===== src/rtl/brick_pkg.sv =====
// Shared types and default geometry for the brick playfield tile map.
package brick_pkg;

  localparam int DEF_TILE_SIZE   = 32;
  localparam int DEF_GRID_COLS   = 20;
  localparam int DEF_GRID_ROWS   = 15;
  localparam int DEF_FIELD_X     = 0;
  localparam int DEF_FIELD_Y     = 0;
  localparam int DEF_STRONG_HITS = 4;
  localparam int COORD_W         = 11;

  typedef enum logic [1:0] {
    CELL_EMPTY  = 2'd0,
    CELL_BRICK  = 2'd1,
    CELL_STRONG = 2'd2
  } cell_type_e;

  typedef enum logic [1:0] {
    HIT_NONE      = 2'd0,
    HIT_DAMAGED   = 2'd1,
    HIT_DESTROYED = 2'd2
  } hit_result_e;

  // hits holds remaining hits minus one, so a fresh strong brick stores STRONG_HITS-1
  typedef struct packed {
    cell_type_e kind;
    logic [1:0] hits;
  } cell_t;

  typedef enum logic [1:0] {
    ST_LOAD,
    ST_IDLE,
    ST_HIT_RD,
    ST_HIT_WR
  } state_e;

endpackage


===== src/rtl/brick_level_rom.sv =====
// Level layout: row 0 is a full wall with every fourth tile (from col 1) strong,
// row 2 is a full wall of normal bricks; everything else is empty.
module brick_level_rom
  import brick_pkg::*;
#(
  parameter int GRID_COLS = DEF_GRID_COLS,
  parameter int IDX_W     = 9
) (
  input  logic [IDX_W-1:0] index,
  output cell_type_e       cell_type
);

  logic [IDX_W-1:0] row;
  logic [IDX_W-1:0] col;

  assign row = index / IDX_W'(GRID_COLS);
  assign col = index % IDX_W'(GRID_COLS);

  always_comb begin
    // NOTE: default first so every path assigns the output and no latch is inferred.
    cell_type = CELL_EMPTY;
    if (row == IDX_W'(0)) begin
      cell_type = ((col & IDX_W'(3)) == IDX_W'(1)) ? CELL_STRONG : CELL_BRICK;
    end else if (row == IDX_W'(2)) begin
      cell_type = CELL_BRICK;
    end
  end

endmodule


===== src/rtl/brick_field_map.sv =====
// Brick grid tile map: layout load, bullet-hit engine and a registered render
// lookup that feeds the brick / strong-brick bitmap stages.
module brick_field_map
  import brick_pkg::*;
#(
  parameter int TILE_SIZE   = DEF_TILE_SIZE,
  parameter int GRID_COLS   = DEF_GRID_COLS,
  parameter int GRID_ROWS   = DEF_GRID_ROWS,
  parameter int FIELD_X     = DEF_FIELD_X,
  parameter int FIELD_Y     = DEF_FIELD_Y,
  parameter int STRONG_HITS = DEF_STRONG_HITS
) (
  input  logic               clk,
  input  logic               reset,
  input  logic               levelStart,
  input  logic [COORD_W-1:0] pixelX,
  input  logic [COORD_W-1:0] pixelY,
  input  logic               hitValid,
  input  logic [COORD_W-1:0] hitX,
  input  logic [COORD_W-1:0] hitY,
  output logic               hitReady,
  output logic               hitAck,
  output logic [1:0]         hitResult,
  output logic               brickInside,
  output logic               strongInside,
  output logic [COORD_W-1:0] offsetX,
  output logic [COORD_W-1:0] offsetY,
  output logic [8:0]         bricksLeft,
  output logic               levelClear,
  output logic               loadBusy
);

  localparam int                 TILE_SHIFT = $clog2(TILE_SIZE);
  localparam int                 NUM_CELLS  = GRID_COLS * GRID_ROWS;
  localparam int                 IDX_W      = $clog2(NUM_CELLS);
  localparam logic [IDX_W-1:0]   LAST_IDX   = IDX_W'(NUM_CELLS - 1);
  localparam logic [COORD_W-1:0] FIELD_W    = COORD_W'(GRID_COLS * TILE_SIZE);
  localparam logic [COORD_W-1:0] FIELD_H    = COORD_W'(GRID_ROWS * TILE_SIZE);
  localparam logic [COORD_W-1:0] TILE_MASK  = COORD_W'(TILE_SIZE - 1);

  // The extra top bit flags a point left of / above the field origin.
  function automatic logic [COORD_W:0] rel_coord(input logic [COORD_W-1:0] p, input int base);
    return {1'b0, p} - (COORD_W + 1)'(base);
  endfunction

  function automatic logic in_field(input logic [COORD_W:0] rx, input logic [COORD_W:0] ry);
    return !rx[COORD_W] && !ry[COORD_W] &&
           (rx[COORD_W-1:0] < FIELD_W) && (ry[COORD_W-1:0] < FIELD_H);
  endfunction

  function automatic logic [IDX_W-1:0] tile_index(input logic [COORD_W:0] rx, input logic [COORD_W:0] ry);
    logic [COORD_W-1:0] col;
    logic [COORD_W-1:0] row;
    col = rx[COORD_W-1:0] >> TILE_SHIFT;
    row = ry[COORD_W-1:0] >> TILE_SHIFT;
    return IDX_W'(row * COORD_W'(GRID_COLS) + col);
  endfunction

  state_e             state;
  logic [IDX_W-1:0]   load_idx;
  logic [IDX_W-1:0]   hit_idx;
  logic               hit_outside;
  cell_t              cells [NUM_CELLS];
  cell_type_e         rom_type;
  cell_t              load_cell;
  cell_t              hit_cell;
  cell_t              hit_new;
  hit_result_e        hit_res;
  logic               cell_we;
  logic [IDX_W-1:0]   cell_widx;
  cell_t              cell_wdata;
  logic [COORD_W:0]   r_rel_x, r_rel_y, h_rel_x, h_rel_y;
  logic               r_inside, h_inside;
  logic [IDX_W-1:0]   r_idx, h_idx;
  cell_t              r_cell;

  brick_level_rom #(.GRID_COLS(GRID_COLS), .IDX_W(IDX_W)) u_rom (
    .index     (load_idx),
    .cell_type (rom_type)
  );

  assign load_cell = '{kind: rom_type,
                       hits: (rom_type == CELL_STRONG) ? 2'(STRONG_HITS - 1) : 2'd0};

  assign r_rel_x  = rel_coord(pixelX, FIELD_X);
  assign r_rel_y  = rel_coord(pixelY, FIELD_Y);
  assign h_rel_x  = rel_coord(hitX, FIELD_X);
  assign h_rel_y  = rel_coord(hitY, FIELD_Y);
  assign r_inside = in_field(r_rel_x, r_rel_y);
  assign h_inside = in_field(h_rel_x, h_rel_y);
  assign r_idx    = r_inside ? tile_index(r_rel_x, r_rel_y) : '0;
  assign h_idx    = h_inside ? tile_index(h_rel_x, h_rel_y) : '0;
  assign r_cell   = cells[r_idx];

  always_comb begin
    hit_cell = cells[hit_idx];
    hit_new  = hit_cell;
    hit_res  = HIT_NONE;
    if (!hit_outside && hit_cell.kind != CELL_EMPTY) begin
      if (hit_cell.kind == CELL_STRONG && hit_cell.hits != 2'd0) begin
        hit_new.hits = hit_cell.hits - 2'd1;
        hit_res      = HIT_DAMAGED;
      end else begin
        hit_new = '{kind: CELL_EMPTY, hits: 2'd0};
        hit_res = HIT_DESTROYED;
      end
    end
  end

  // Single write port shared by the layout sweep and the hit engine.
  always_comb begin
    cell_we    = 1'b0;
    cell_widx  = load_idx;
    cell_wdata = load_cell;
    if (!levelStart) begin
      if (state == ST_LOAD) begin
        cell_we = 1'b1;
      end else if (state == ST_HIT_RD && hit_res != HIT_NONE) begin
        cell_we    = 1'b1;
        cell_widx  = hit_idx;
        cell_wdata = hit_new;
      end
    end
  end

  // NOTE: the grid has no reset; every cell is rewritten by the load sweep before use.
  always_ff @(posedge clk) begin
    if (cell_we) cells[cell_widx] <= cell_wdata;
  end

  // NOTE: sequential state uses non-blocking assignments so all registers update together.
  always_ff @(posedge clk or posedge reset) begin
    if (reset) begin
      state       <= ST_LOAD;
      load_idx    <= '0;
      hit_idx     <= '0;
      hit_outside <= 1'b0;
      bricksLeft  <= '0;
      loadBusy    <= 1'b1;
      hitReady    <= 1'b0;
      hitAck      <= 1'b0;
      hitResult   <= HIT_NONE;
      levelClear  <= 1'b0;
    end else begin
      hitAck     <= 1'b0;
      levelClear <= 1'b0;
      if (levelStart) begin
        state      <= ST_LOAD;
        load_idx   <= '0;
        bricksLeft <= '0;
        loadBusy   <= 1'b1;
        hitReady   <= 1'b0;
      end else begin
        case (state)
          ST_LOAD: begin
            if (rom_type != CELL_EMPTY) bricksLeft <= bricksLeft + 9'd1;
            if (load_idx == LAST_IDX) begin
              state    <= ST_IDLE;
              loadBusy <= 1'b0;
              hitReady <= 1'b1;
            end else begin
              load_idx <= load_idx + IDX_W'(1);
            end
          end
          ST_IDLE: begin
            if (hitValid && hitReady) begin
              hit_idx     <= h_idx;
              hit_outside <= !h_inside;
              hitReady    <= 1'b0;
              state       <= ST_HIT_RD;
            end
          end
          ST_HIT_RD: begin
            hitAck    <= 1'b1;
            hitResult <= hit_res;
            if (hit_res == HIT_DESTROYED) begin
              bricksLeft <= bricksLeft - 9'd1;
              levelClear <= (bricksLeft == 9'd1);
            end
            state <= ST_HIT_WR;
          end
          default: begin
            hitReady <= 1'b1;
            state    <= ST_IDLE;
          end
        endcase
      end
    end
  end

  // Render lookup: one register stage between the scan position and the flags.
  always_ff @(posedge clk or posedge reset) begin
    if (reset) begin
      brickInside  <= 1'b0;
      strongInside <= 1'b0;
      offsetX      <= '0;
      offsetY      <= '0;
    end else begin
      brickInside  <= r_inside && !loadBusy && (r_cell.kind == CELL_BRICK);
      strongInside <= r_inside && !loadBusy && (r_cell.kind == CELL_STRONG);
      offsetX      <= r_inside ? (r_rel_x[COORD_W-1:0] & TILE_MASK) : '0;
      offsetY      <= r_inside ? (r_rel_y[COORD_W-1:0] & TILE_MASK) : '0;
    end
  end

endmodule


===== config.mk =====
export PLATFORM = sky130hd
export DESIGN_NAME = brick_field_map
export DESIGN_NICKNAME = d
export VERILOG_FILES = /design/src/rtl/brick_pkg.sv /design/src/rtl/brick_level_rom.sv /design/src/rtl/brick_field_map.sv
export SDC_FILE = /design/constraint.sdc
export NUM_CORES = 2
export LEC_CHECK = 0
export CAP_MARGIN = 15
export CORE_UTILIZATION = 40
export CTS_CLUSTER_DIAMETER = 40
export DETAILED_ROUTE_END_ITERATION = 8
export PLACE_DENSITY = 0.57
export SYNTH_ARGS = -nofsm -noshare
export SYNTH_HDL_FRONTEND = slang
export SYNTH_SLANG_ARGS = --single-unit

===== constraint.sdc =====
create_clock -name clk -period 23.2 [get_ports clk]
set_input_delay 2.32 -clock clk [delete_from_list [all_inputs] [get_ports clk]]
set_output_delay 2.32 -clock clk [all_outputs]
set_load 0.05 [all_outputs]

==> metrics.md <==
| Metric | Value |
|---|---|
| Max-cap violations | 0 |
| Die X | 379 um |
| Worst Skew | 0.0384 ns |
| Worst r2r src | hit_idx[0] |
| EDFF count, synth | 1200 |
| Worst ir drop on vdd | 0.123 mV |
| Number of routed nets with antenna violations | 0 |
| Sequential element share of the synthesized area | 65.6% |
| CORE AREA | 0.140 mm2 |
| Post-CTS Setup Inserts | 0 |
| CTS resizes | 0 |
| Worst R2R Path Depth | 16 |
| Worst path required time | 23.64 ns |
| Seq cells post-synth | 1248 |
| Syn Area/Cell | 16.3 um2 |
| Top Usage Layer GRT | met2 |
| Cts hold-fix bufs | 0 |
| Tot Pwr | 6.16 mW |
| Ys async rst share | 3.85% |
| Avg WL per Cell | 32.8 um |
| Worst hold stages | 2 |
| Antenna violations before repair | 7 |
| Synth warn | 0 |
| Drt pass-1 iters | 5 |
| RSZ-0062 raised after global routing | false |
| All-Layer GR Usage | 25.5% |
| Status | completed |
| Root Buffer | clkbuf_16 |
| Synth-to-layout area growth | 13.8% |
| Global Route met2 Usage | 37.2% |
| DRC errors left | 0 |
| Pin count of the biggest net entering global routing | 229 |
| Final min period | 9.75 ns |
| RR Endpoint | cells[114][3] |
| Clock insertion delay at the later pin of the skew report | 0.79 ns |
| CTS Sinks | 1248 |
| Main flop type after synthesis | edfxtp_1 |
| Crit Path Class | flop to flop |
| Final Hold Fails | 0 |
| HP Start | hitResult[1] |
| Initial Util | 40.5% |
| Mapped Cells | 3488 |
| Crit path DAT | 10.19 ns |
| GPL Wtd Cong | 0.870 |
| Setup TNS | 0 ns |
| Site Rows | 137 |
| Setup slack, reg-to-reg | 13.45 ns |
| Fmax | 0.103 GHz |
| Hold Crit Class | flop to flop |
| Startpoint types | flop |
| Nets | 3615 |
| Hpwl dp | 110000 um |
| CTS tree | built |
| H-tree depth | 4 |
| Static Leak | 19.8 nW |
| Syn Std Cell Area | 0.0567 mm2 |
| Vias in the first global route | 34.6k |
| Total CTS buffers | 161 |
| Final setup violating endpoints | 0 |
| Port bufs | 64 |
| Max-slew violations | 0 |
| Slew HR | 15.4% |
| Fraction of layout cells with a size suffix above 1 | 22.1% |
| Fill cell count | 12.1k |
| Vias | 35.3k |
| Vias per cell | 6.38 |
| 1st-iter DRT viols | 4703 |
| Non-filler cells, final | 5537 |
| Die Ht | 379 um |
| Hold-critical path endpoint | hitResult[1] |
| CP max FO | 95 |
| Routed WL | 182000 um |
| Final Cycle Share | 42.0% |
| Grt met3 use | 6.06% |
| Placed Instances | 5244 |
| Clock transition at the registers of the reported paths | 0.06 ns |
| Ports | 87 |
| First-pass GRT wire length | 258000 um |
| CTS Buffer Depth | 3 |
| Worst slew pin tran | 1.27 ns |
| GRT met1 Usage | 36.7% |
| Pwr Density | 95.4 mW/mm2 |
| GRT overflow | 0 |
| Distinct cells, synth | 86 |
| DIE AREA | 0.143 mm2 |
| Crit end category | flop |
## cell usage after synthesis (all sizes together), types with 10 or more instances
master / instances / area share [%]
a31oi: 34 / 0.37
o211ai: 21 / 0.28
nor2: 422 / 2.8
mux4: 345 / 14
ha: 32 / 0.71
nor3: 37 / 0.33
nand2: 149 / 0.99
mux2: 24 / 0.48
nand3: 54 / 0.48
buf: 153 / 1.8
a22oi: 31 / 0.41
a211oi: 48 / 0.64
a221oi: 32 / 0.49
and2: 16 / 0.18
a21oi: 86 / 0.76
o22ai: 31 / 0.34
nand4: 14 / 0.15
edfxtp: 1200 / 64
o22a: 11 / 0.17
a22o: 17 / 0.26
clkbuf: 132 / 0.87
inv: 22 / 0.15
dfrtp: 47 / 2.1
and3: 14 / 0.15
nand2b: 15 / 0.17
o221ai: 43 / 0.66
o21ai: 103 / 0.91
nor2b: 19 / 0.21
xnor2: 15 / 0.23
a2bb2oi: 10 / 0.19
nor4: 11 / 0.14
o221a: 10 / 0.20
mux2i: 160 / 3.1
## where the power goes
group | total (mW) | internal, mW | switching, mW
sequential | 2.86 | 2.84 | 0.0166
combinational | 0.772 | 0.151 | 0.621
clock | 2.53 | 1.53 | 1.00
total | 6.16 | 4.52 | 1.64
## flip-flops by register name (all words and copies together), names as in the netlist
register      flops
bricksLeft        9
loadBusy          1
offsetX           5
strongInside      1
cells          1200
state             2
brickInside       1
hitResult         2
hitReady          1
levelClear        1
load_idx          9
offsetY           5
hit_outside       1
hit_idx           9
hitAck            1
## metrics by stage
| step | setup slack (ns) | instance area (um2) | hold WS, ns | util (%) |
|---|---|---|---|---|
| final | 13.45 | 64600 | 0.478 | 46.1 |
| after CTS | 13.36 | 64600 | 0.486 | 46.1 |
| after floorplan | 10.06 | 56800 | 0.513 | - |
| after global routing | 12.84 | 64600 | 0.507 | 46.1 |
| after global placement | 13.46 | 59100 | 0.468 | 42.2 |
| after detailed placement | 13.37 | 59100 | 0.473 | 42.2 |
## cells in the final DEF (no fill, tap or decap), types with 34 or more instances in the layout
master / n
nand3_1: 53
buf_4: 84
mux4_2: 345
o221ai_1: 43
nor2_1: 408
a31oi_1: 34
edfxtp_1: 1200
clkdlybuf4s50_1: 63
a21oi_1: 85
mux2i_1: 142
a211oi_1: 48
nor3_1: 36
dfrtp_1: 43
o21ai_0: 99
clkbuf_16: 168
nand2_1: 146
## cells by family (layout without fill, tap and decap cells)
kind of cell	Yosys count	after routing	share of synthesized area [%]
AOI/OAI and AO/OA	560	560	6.97
xor gates and xnor gates	24	24	0.371
adders and majority gates	36	36	0.847
buffers and inverters	309	468	2.88
DFF	1248	1248	65.6
muxes	529	529	17.3
other	1	15	0.00661
and+or+nand+nor	781	781	6.02
## critical path, stage by stage, from the launching register on
cell and delay, ns:
dfrtp_4 0.91, buf_12 0.61, buf_4 0.77, buf_4 0.76, mux4_2 0.64, a22oi_1 0.27, a21oi_1 0.16, o21ai_0 0.37
nand3_1 0.18, a311oi_1 0.73, or2_1 0.22, a2111o_2 0.13, buf_4 0.60, and4_1 0.37, or2_4 0.65, buf_4 0.74
buf_4 0.80
## area by class of cell
cell class	count	area [um2]	area share [%]
Inverter	24	90.1	0.139
Clock inverter	103	1130	1.75
Tap cell	1876	2350	3.63
Clock buffer	187	4300	6.65
Sequential cell	1248	37300	57.7
Timing Repair Buffer	154	1390	2.16
Antenna cell	3	7.51	0.0116
Multi-Input combinational cell	1942	18100	28.0
## worst max path at each step
stage / start / to / cells after the start
after floorplan: levelStart / cells[0][2] / 8
after global placement: hit_idx[0] / cells[114][3] / 16
after detailed placement: hit_idx[0] / cells[114][3] / 16
after CTS: hit_idx[0] / cells[82][3] / 16
after global routing: hit_idx[0] / cells[114][3] / 16
final: hit_idx[0] / cells[114][3] / 16
## per-layer routing
layer	wire (um)	share of wire (%)	up-vias
met5	34	0.019	-
met4	7530	4.1	6
met3	21600	12	455
met2	79700	44	2343
met1	72800	40	18300
li1	-	-	14200
(Power assumes the default switching activity.)
